==> config.mk <==
export PLATFORM = sky130hd
export DESIGN_NAME = ro_puf_controller
export DESIGN_NICKNAME = d
export VERILOG_FILES = /design/src/rtl/ro_puf_controller.sv
export SDC_FILE = /design/constraint.sdc
export NUM_CORES = 1
export LEC_CHECK = 0
export ABC_AREA = 1
export CAP_MARGIN = 20
export CORE_ASPECT_RATIO = 0.9
export CORE_MARGIN = 5
export CORE_UTILIZATION = 54
export CTS_BUF_LIST = sky130_fd_sc_hd__clkbuf_2 sky130_fd_sc_hd__clkbuf_4 sky130_fd_sc_hd__clkbuf_8
export DETAILED_ROUTE_END_ITERATION = 10
export PLACE_DENSITY_LB_ADDON = 0.12
export SYNTH_ARGS = -nofsm -noshare
export SYNTH_HDL_FRONTEND = slang
export SYNTH_SLANG_ARGS = --single-unit
export TNS_END_PERCENT = 5
==> constraint.sdc <==
create_clock -name clk -period 4.5 [get_ports clk]
set_input_delay 1.35 -clock clk [delete_from_list [all_inputs] [get_ports clk]]
set_output_delay 1.35 -clock clk [all_outputs]
set_load 0.005 [all_outputs]
==> src/rtl/ro_puf_controller.sv <==
// ro_puf_controller
//   Sequences a ring-oscillator PUF measurement. For each of N_BITS RO pairs it
//   steers the two RO muxes, clears both counters, gates them for a fixed window,
//   lets the last RO edges settle, then compares the counts into one response bit.
//   After the last bit the word is presented with a one-cycle resp_valid pulse.
//
//   Optional feature (macro RO_PUF_MARGIN_EN): adds the `unstable` output, which
//   flags bits whose count difference is below MARGIN or whose pair selects the
//   same oscillator. Without the macro the port and the subtractor are absent.
//
// Ports
//   clk, rst_n               clock, asynchronous active-low reset
//   start                    measurement request, accepted only in IDLE
//   challenge_a/_b           base mux selects, latched on start accept
//   busy                     high from the cycle after accept until DONE exits
//   resp_valid               one-cycle pulse, response is valid
//   response                 response word, held until the next accepted start
//   sel_a/_b                 RO mux selects
//   ro_en, cnt_clr           counter gate / clear to both RO counters
//   cnt_a/_b                 RO counter values (quasi-static when sampled)
//   unstable                 per-bit low-margin flag (RO_PUF_MARGIN_EN only)
module ro_puf_controller #(
    parameter int N_BITS        = 32,
    parameter int SEL_W         = 4,
    parameter int CNT_W         = 32,
    parameter int WINDOW        = 1000,
    parameter int CLR_CYCLES    = 4,
    parameter int SETTLE_CYCLES = 4,
    parameter int MARGIN        = 8
) (
    input  logic              clk,
    input  logic              rst_n,
    input  logic              start,
    input  logic [SEL_W-1:0]  challenge_a,
    input  logic [SEL_W-1:0]  challenge_b,
    output logic              busy,
    output logic              resp_valid,
    output logic [N_BITS-1:0] response,
    output logic [SEL_W-1:0]  sel_a,
    output logic [SEL_W-1:0]  sel_b,
    output logic              ro_en,
    output logic              cnt_clr,
`ifdef RO_PUF_MARGIN_EN
    output logic [N_BITS-1:0] unstable,
`endif
    input  logic [CNT_W-1:0]  cnt_a,
    input  logic [CNT_W-1:0]  cnt_b
);

    localparam int IW   = (N_BITS > 1) ? $clog2(N_BITS) : 1;
    // One shared phase timer sized for the longest timed phase.
    localparam int TMAX = (WINDOW > CLR_CYCLES)
                          ? ((WINDOW > SETTLE_CYCLES) ? WINDOW : SETTLE_CYCLES)
                          : ((CLR_CYCLES > SETTLE_CYCLES) ? CLR_CYCLES : SETTLE_CYCLES);
    localparam int TW   = $clog2(TMAX + 1);

    localparam logic [TW-1:0] CLR_LAST    = TW'(CLR_CYCLES - 1);
    localparam logic [TW-1:0] WIN_LAST    = TW'(WINDOW - 1);
    localparam logic [TW-1:0] SETTLE_LAST = TW'(SETTLE_CYCLES - 1);
    localparam logic [IW-1:0] LAST_IDX    = IW'(N_BITS - 1);

    typedef enum logic [2:0] {
        IDLE, SELECT, CLEAR, COUNT, SETTLE, COMPARE, DONE
    } state_t;

    state_t           state, state_nxt;
    logic [TW-1:0]    tmr;
    logic [IW-1:0]    idx;
    logic [SEL_W-1:0] ch_a_q, ch_b_q;
    logic             cmp_bit;

    // A pair that selects the same oscillator carries no entropy: force 0.
    assign cmp_bit = (sel_a != sel_b) && (cnt_a > cnt_b);

`ifdef RO_PUF_MARGIN_EN
    localparam logic [CNT_W:0] MARGIN_V = (CNT_W + 1)'(MARGIN);
    logic [CNT_W:0] diff, mag;
    logic           low_margin;
    always_comb begin
        diff       = {1'b0, cnt_a} - {1'b0, cnt_b};
        mag        = diff[CNT_W] ? (~diff + 1'b1) : diff;
        low_margin = (sel_a == sel_b) || (mag < MARGIN_V);
    end
`endif

    // Next state and Moore outputs; ro_en/cnt_clr decode from disjoint states
    // so they can never be high together.
    always_comb begin
        state_nxt = state;
        ro_en     = 1'b0;
        cnt_clr   = 1'b0;
        case (state)
            IDLE:    if (start) state_nxt = SELECT;
            SELECT:  state_nxt = CLEAR;
            CLEAR: begin
                cnt_clr = 1'b1;
                if (tmr == CLR_LAST) state_nxt = COUNT;
            end
            COUNT: begin
                ro_en = 1'b1;
                if (tmr == WIN_LAST) state_nxt = SETTLE;
            end
            SETTLE:  if (tmr == SETTLE_LAST) state_nxt = COMPARE;
            COMPARE: state_nxt = (idx == LAST_IDX) ? DONE : SELECT;
            DONE:    state_nxt = IDLE;
            default: state_nxt = IDLE;
        endcase
    end

    always_ff @(posedge clk or negedge rst_n) begin
        if (!rst_n) begin
            state      <= IDLE;
            tmr        <= '0;
            idx        <= '0;
            ch_a_q     <= '0;
            ch_b_q     <= '0;
            sel_a      <= '0;
            sel_b      <= '0;
            busy       <= 1'b0;
            resp_valid <= 1'b0;
            response   <= '0;
`ifdef RO_PUF_MARGIN_EN
            unstable   <= '0;
`endif
        end else begin
            state      <= state_nxt;
            // Timer restarts on every state change, counts cycles within a phase.
            tmr        <= (state_nxt != state) ? '0 : tmr + 1'b1;
            // Registered on DONE exit, together with busy dropping.
            resp_valid <= (state == DONE);
            case (state)
                IDLE: if (start) begin
                    ch_a_q   <= challenge_a;
                    ch_b_q   <= challenge_b;
                    idx      <= '0;
                    response <= '0;
                    busy     <= 1'b1;
`ifdef RO_PUF_MARGIN_EN
                    unstable <= '0;
`endif
                end
                // Modular add: selects wrap around the oscillator array.
                SELECT: begin
                    sel_a <= ch_a_q + SEL_W'(idx);
                    sel_b <= ch_b_q + SEL_W'(idx);
                end
                COMPARE: begin
                    response[idx] <= cmp_bit;
`ifdef RO_PUF_MARGIN_EN
                    unstable[idx] <= low_margin;
`endif
                    if (idx != LAST_IDX) idx <= idx + 1'b1;
                end
                DONE: busy <= 1'b0;
                default: ;
            endcase
        end
    end

endmodule

**Word-level counts from Yosys, hierarchy flattened**

Index checks and enable logic that the tools add are counted.

- Output and inout port bits: 44
- Flip-flop bits (word level): 68

- Equality and inequality tests: 14
- Mux-type cells: 19
- Add/subtract/negate cells: 4
- Magnitude comparators: 3
- Reduce and logical (&&, ||, !) cells: 9

Operator list:

| operator | count |
|---|---|
| case mux 32 bit (2 select lines) | 1 |
| bitwise mux 32 bit | 1 |
| greater-than comparator 32 bit | 1 |
| 2-to-1 mux 32 bit | 1 |
| case mux 3 bit (6 select lines) | 1 |
| 2-to-1 mux 3 bit | 5 |
| adder 10 x 1 -> 10 bit (second input constant) | 1 |
| == test 10 bit (second input constant) | 1 |
| == test 10 x 2 -> 1 bit (second input constant) | 1 |
| 2-to-1 mux 10 bit | 1 |
| 2-to-1 mux 5 bit | 2 |
| case mux 5 bit (2 select lines) | 1 |
| == test 3 bit (second input constant) | 3 |
| adder 4 bit | 2 |
| == test 3 x 2 -> 1 bit (second input constant) | 2 |
| < comparator 5 x 6 -> 1 bit (second input constant) | 1 |
| AND reduction 2 bit | 3 |
| adder 5 x 1 -> 5 bit (second input constant) | 1 |
| demux 1 bit (select 5 bit) | 1 |
| == test 5 bit (second input constant) | 1 |
| greater-or-equal comparator 5 x 1 -> 1 bit (second input constant) | 1 |
| != test 5 bit (second input constant) | 1 |
| 2-to-1 mux 1 bit | 4 |
| != test 2 bit (second input constant) | 2 |
| other kinds (8) | 10 |

**Longest topological paths before layout**

- Depth in word-level cells: 6
- Mapped depth: 16
- Gate-level depth less buffers: 15

**Worst setup path before layout**

Ideal clock, no wire load.

- Path kind: input -> register
- Start: input cnt_b[7]
- End: register response[30]
- Setup slack: 1.936 ns
- Cell stages on the path: 12
- Library setup time: 0.121 ns
- Required time: 4.379 ns
- Arrival: 2.443 ns
- Cell sequence: inv_1 > ha_1 > a21o_1 > nor2_1 > nand2_1 > nand2_1 > nand2_1 > nand2_1 > nand2_1 > buf_2 > nand3_1 > nand2_1

- Word-level cells in the longest chain between the ends: 4

RTL lines:

| element | RTL line | RTL |
|---|---|---|
| start, declared | 47 | `input logic [CNT_W-1:0] cnt_b` |
| greater-than comparator 32 bit | 73 | `assign cmp_bit = (sel_a != sel_b) && (cnt_a > cnt_b);` |
| logical AND 1 bit | 73 |  |
| bitwise mux 32 bit | 148 | `response[idx] <= cmp_bit;` |
| case mux 32 bit (2 select lines) | 131 | `case (state)` |
| end signal, assigned by index | 148 |  |
| end, declared | 38 | `output logic [N_BITS-1:0] response,` |

No other way between the ends.
A chain may end at the register's enable or synchronous reset.

**Worst setup path after layout**

- Start: register state[2]
- End: output ro_en

- Word-level cells in the longest chain between the ends: 2

RTL lines:

| element | RTL line | RTL |
|---|---|---|
| start, declared | 66 | `state_t state, state_nxt;` |
| start signal, assigned | 126 | `state <= state_nxt;` |
| == test 3 x 2 -> 1 bit | 92 | `case (state)` |
| 2-to-1 mux 1 bit | 92 |  |
| end, declared | 41 | `output logic ro_en,` |

No other way between the ends.

==> impl_metrics.env <==
export IMPL_synth_compound_area_share_pct=6.164
export IMPL_vias_in_the_first_global_route=3909
export IMPL_postSynthCellCount=552
export IMPL_drc=0
export IMPL_max_clock_freq_ghz=0.3298
export IMPL_place_gp_congestion=0.8258
export IMPL_netlist_area_sq_um=4364
export IMPL_ir_worst_vdd_uv=179.1
export IMPL_synth_nets=673
export IMPL_layout_cell_area_non_filler_sq_um=5874
export IMPL_post_cts_sizing=0
export IMPL_grt_ovfl_total=0
export IMPL_finalWirelength_um=10890
export IMPL_total_power_mw=1.333
export IMPL_detailedRoute_firstPassIterationCount=4
export IMPL_routed_wire_length_per_instance_um=14.02
export IMPL_final_seq_area_sq_um=1702
export IMPL_synth_top_cell_area_share_pct=38.99
export IMPL_grt_max_degree=41
export IMPL_avgViaCountPerCell=5.212
export IMPL_synth_most_common_cell="sky130_fd_sc_hd__nand2_1"
export IMPL_grt_total_usage_pct=22.06
export IMPL_netlist_top_cells_area="sky130_fd_sc_hd__dfrtp_1 39%, sky130_fd_sc_hd__ha_1 13%, sky130_fd_sc_hd__nand2_1 11%, sky130_fd_sc_hd__inv_1 6.0%, sky130_fd_sc_hd__nand3_1 5.2%"
export IMPL_pwr_density_cell_nw_per_um2=226.9
export IMPL_synth_area_mux_share_pct=0
export IMPL_finalNetCount=794
export IMPL_clkSinkCount=68
export IMPL_postSynthRegisterBits=68
export IMPL_hold_fix_buffer_count_after_cts=0
export IMPL_hold_viol_final=0
export IMPL_fillCellCount=634
export IMPL_rows=31
export IMPL_first_iter_violations=227
export IMPL_hpwlAfterDp_um=8228
export IMPL_postSynth_topFlopCell="sky130_fd_sc_hd__dfrtp_1"
export IMPL_worst_setup_path_type="flip-flop to primary output"
export IMPL_post_synth_xor_area_fraction_pct=3.211
export IMPL_place_worst_setup_slack_ns=1.168
export IMPL_asyncSetResetFlopFracSynth_pct=100.0
export IMPL_number_of_vias_in_the_routed_layout=4050
export IMPL_ctsLongestPathBuffers=2
export IMPL_tightestPinTransition_ns=0.6564
export IMPL_total_leakage_power_nw=2.894
export IMPL_initial_antenna_violation_count=0
export IMPL_critical_path_required_ns=3.15
export IMPL_run_status="complete, no violations"
export IMPL_clk_insertion_delay_late_ns=0.34
export IMPL_synth_top_cell_by_area="sky130_fd_sc_hd__dfrtp_1"
export IMPL_synth_edff_count=0
export IMPL_boundaryPins=119
export IMPL_timing_final_ws_setup_ns=1.468
export IMPL_cts_setup_buffers=0
export IMPL_htree_num_levels=3
export IMPL_areaGrowthSynthToFinish_pct=34.60
export IMPL_multi_input_comb_area_sq_um=2320
export IMPL_clockRootBuffer="sky130_fd_sc_hd__clkbuf_8"
export IMPL_final_antenna_net_count=0
export IMPL_die_width_um=104.8
export IMPL_finClkSkew_ns=0.01051
export IMPL_final_setup_tns_ns=0
export IMPL_start_util_pct=54.89
export IMPL_io_buffers=118
export IMPL_detailroute_wirelength_met2_um=5134
export IMPL_synth_yosys_seq_area_share_pct=38.99
export IMPL_min_path_type="flip-flop to flip-flop"
export IMPL_whs_path_depth=2
export IMPL_die_h_um=95.29
export IMPL_tritoncts="yes"
export IMPL_synth_top_cells_by_count="123 x sky130_fd_sc_hd__nand2_1, 70 x sky130_fd_sc_hd__inv_1, 68 x sky130_fd_sc_hd__dfrtp_1"
export IMPL_top_layer="met4"
export IMPL_synth_avg_cell_area_sq_um=7.906
export IMPL_synth_cell_types=26
export IMPL_critical_path_arrival_ns=1.68
export IMPL_fin_crit_ns=3.032
export IMPL_dieArea_sq_um=9982
export IMPL_routedLengthMet1_um=4953
export IMPL_synth_simple_gate_area_share_pct=30.16
export IMPL_grt_first_pass_wirelength_um=18090
export IMPL_rr_worst_depth=10
export IMPL_crit_path_max_fanout=4
export IMPL_start_kind="flip-flop"
export IMPL_main_combinational_cell_family_by_area_after_synthesis="simple AND/OR/NAND/NOR gates"
export IMPL_worstSetupEndpointType="primary output"
export IMPL_timing_max_cap_violations=0
export IMPL_tritoncts_num_buffers=9
export IMPL_clkSlewWorstSetupHoldPaths_ns=0.08
export IMPL_num_antenna_cells=0
export IMPL_report_final_setup_viol=0
export IMPL_yosysWarnings=0
export IMPL_placeableCoreArea_sq_um=7951
export IMPL_final_min_period_over_clock_period_pct=67.39
export IMPL_yosys_area_share_adder_pct=13.53
export IMPL_rsz0062_at_grt="no"
export IMPL_maxSlewViolCount=0
export IMPL_drive_gt1_share_pct=6.637
export IMPL_route_met3_wl_um=690
export IMPL_slew_headroom_pct=56.24
export IMPL_detailed_place_area_sq_um=5644
-- metrics by stage --
| stage | cells | util [%] | hold WS [ns] |
|---|---|---|---|
| 3_3_place_gp | 761 | 70.98 | 0.4716 |
| 5_1_grt | 777 | 73.88 | 0.5204 |
| 4_1_cts | 777 | 73.88 | 0.4971 |
| 3_5_place_dp | 761 | 70.98 | 0.4779 |
| 6_report | 777 | 73.88 | 0.4983 |
| 2_1_floorplan | 552 | - | 0.4528 |
-- where the power goes --
group | switching (mW) | internal [mW]
registers | 0 | 0.611
logic | 0.0686 | 0.0873
clock network | 0.231 | 0.335
total | 0.300 | 1.03
-- layer usage --
metal	global-route usage (%)	vias to the layer above
met5	0	-
met3	5.416	9
li1	-	2026
met1	29.84	1884
met2	35.38	131
met4	6.603	0
-- path summary, 6_finish.rpt --
path                                start            to  slack (ns)
worst max-delay path             state[2]         ro_en        1.47
worst max register to register     idx[0]        tmr[7]        2.42
worst min register to register  ch_a_q[0]     ch_a_q[0]        0.50
worst min-delay path            ch_a_q[0]     ch_a_q[0]        0.50
max in group asynchronous           rst_n      sel_a[3]        2.67
min in group asynchronous           rst_n  response[20]        1.04
-- worst max-delay path, cell delays in order, from the launching register on --
cell and delay (ns):
sky130_fd_sc_hd__dfrtp_1 0.44, sky130_fd_sc_hd__inv_2 0.12, sky130_fd_sc_hd__nand2_4 0.07, sky130_fd_sc_hd__nor2_1 0.18, sky130_fd_sc_hd__clkdlybuf4s50_1 0.54
-- flip-flops by register name (all words and copies together), names as in the netlist --
| signal | count |
|---|---|
| ch_a_q | 4 |
| busy | 1 |
| ch_b_q | 4 |
| response | 32 |
| idx | 5 |
| sel_a | 4 |
| state | 3 |
| sel_b | 4 |
| resp_valid | 1 |
| tmr | 10 |
-- cells by family (layout without fill, tap and decap cells) --
family                     after synthesis  in the layout
buffers and inverters                   89            215
DFF                                     68             68
adders and majority gates               46             46
xor gates and xnor gates                16             16
and+or+nand+nor                        285            285
AOI/OAI and AO/OA                       48             48
-- layout by cell type, fill, tap and decap left out, types with 2 or more instances in the layout --
cell                              Yosys  routed
sky130_fd_sc_hd__nor2_1              55      55
sky130_fd_sc_hd__fa_1                 2       2
sky130_fd_sc_hd__a21o_1               2       2
sky130_fd_sc_hd__a21oi_2              1       2
sky130_fd_sc_hd__inv_1               70      70
sky130_fd_sc_hd__nand3_1             45      45
sky130_fd_sc_hd__xnor2_1              7       7
sky130_fd_sc_hd__bufinv_16            0       2
sky130_fd_sc_hd__nand3b_1            26      26
sky130_fd_sc_hd__nor3_2               2       2
sky130_fd_sc_hd__o21ai_0             18      18
sky130_fd_sc_hd__xor2_1               9       9
sky130_fd_sc_hd__clkbuf_8             0      10
sky130_fd_sc_hd__nor2_2              10      10
sky130_fd_sc_hd__nand4_1              6       6
sky130_fd_sc_hd__inv_2                6       6
sky130_fd_sc_hd__clkdlybuf4s50_1      0     117
sky130_fd_sc_hd__o211ai_1             7       7
sky130_fd_sc_hd__nand2_1            123     123
sky130_fd_sc_hd__nor3_1              15      15
sky130_fd_sc_hd__dfrtp_1             68      68
sky130_fd_sc_hd__ha_1                44      44
sky130_fd_sc_hd__nand2_4              2       2
sky130_fd_sc_hd__a21oi_1             18      17
sky130_fd_sc_hd__buf_4                0       5
sky130_fd_sc_hd__clkinv_4             0       2
-- area by class of cell --
| type | instances | share of cell area (%) |
|---|---|---|
| Inverter | 76 | 4.856 |
| Clock inverter | 5 | 1.448 |
| Timing Repair Buffer | 123 | 20.66 |
| Tap cell | 99 | 2.109 |
| Clock buffer | 11 | 2.471 |
| Sequential cell | 68 | 28.97 |
| Multi-Input combinational cell | 395 | 39.49 |
No activity file was read; power rests on OpenSTA's default activity.
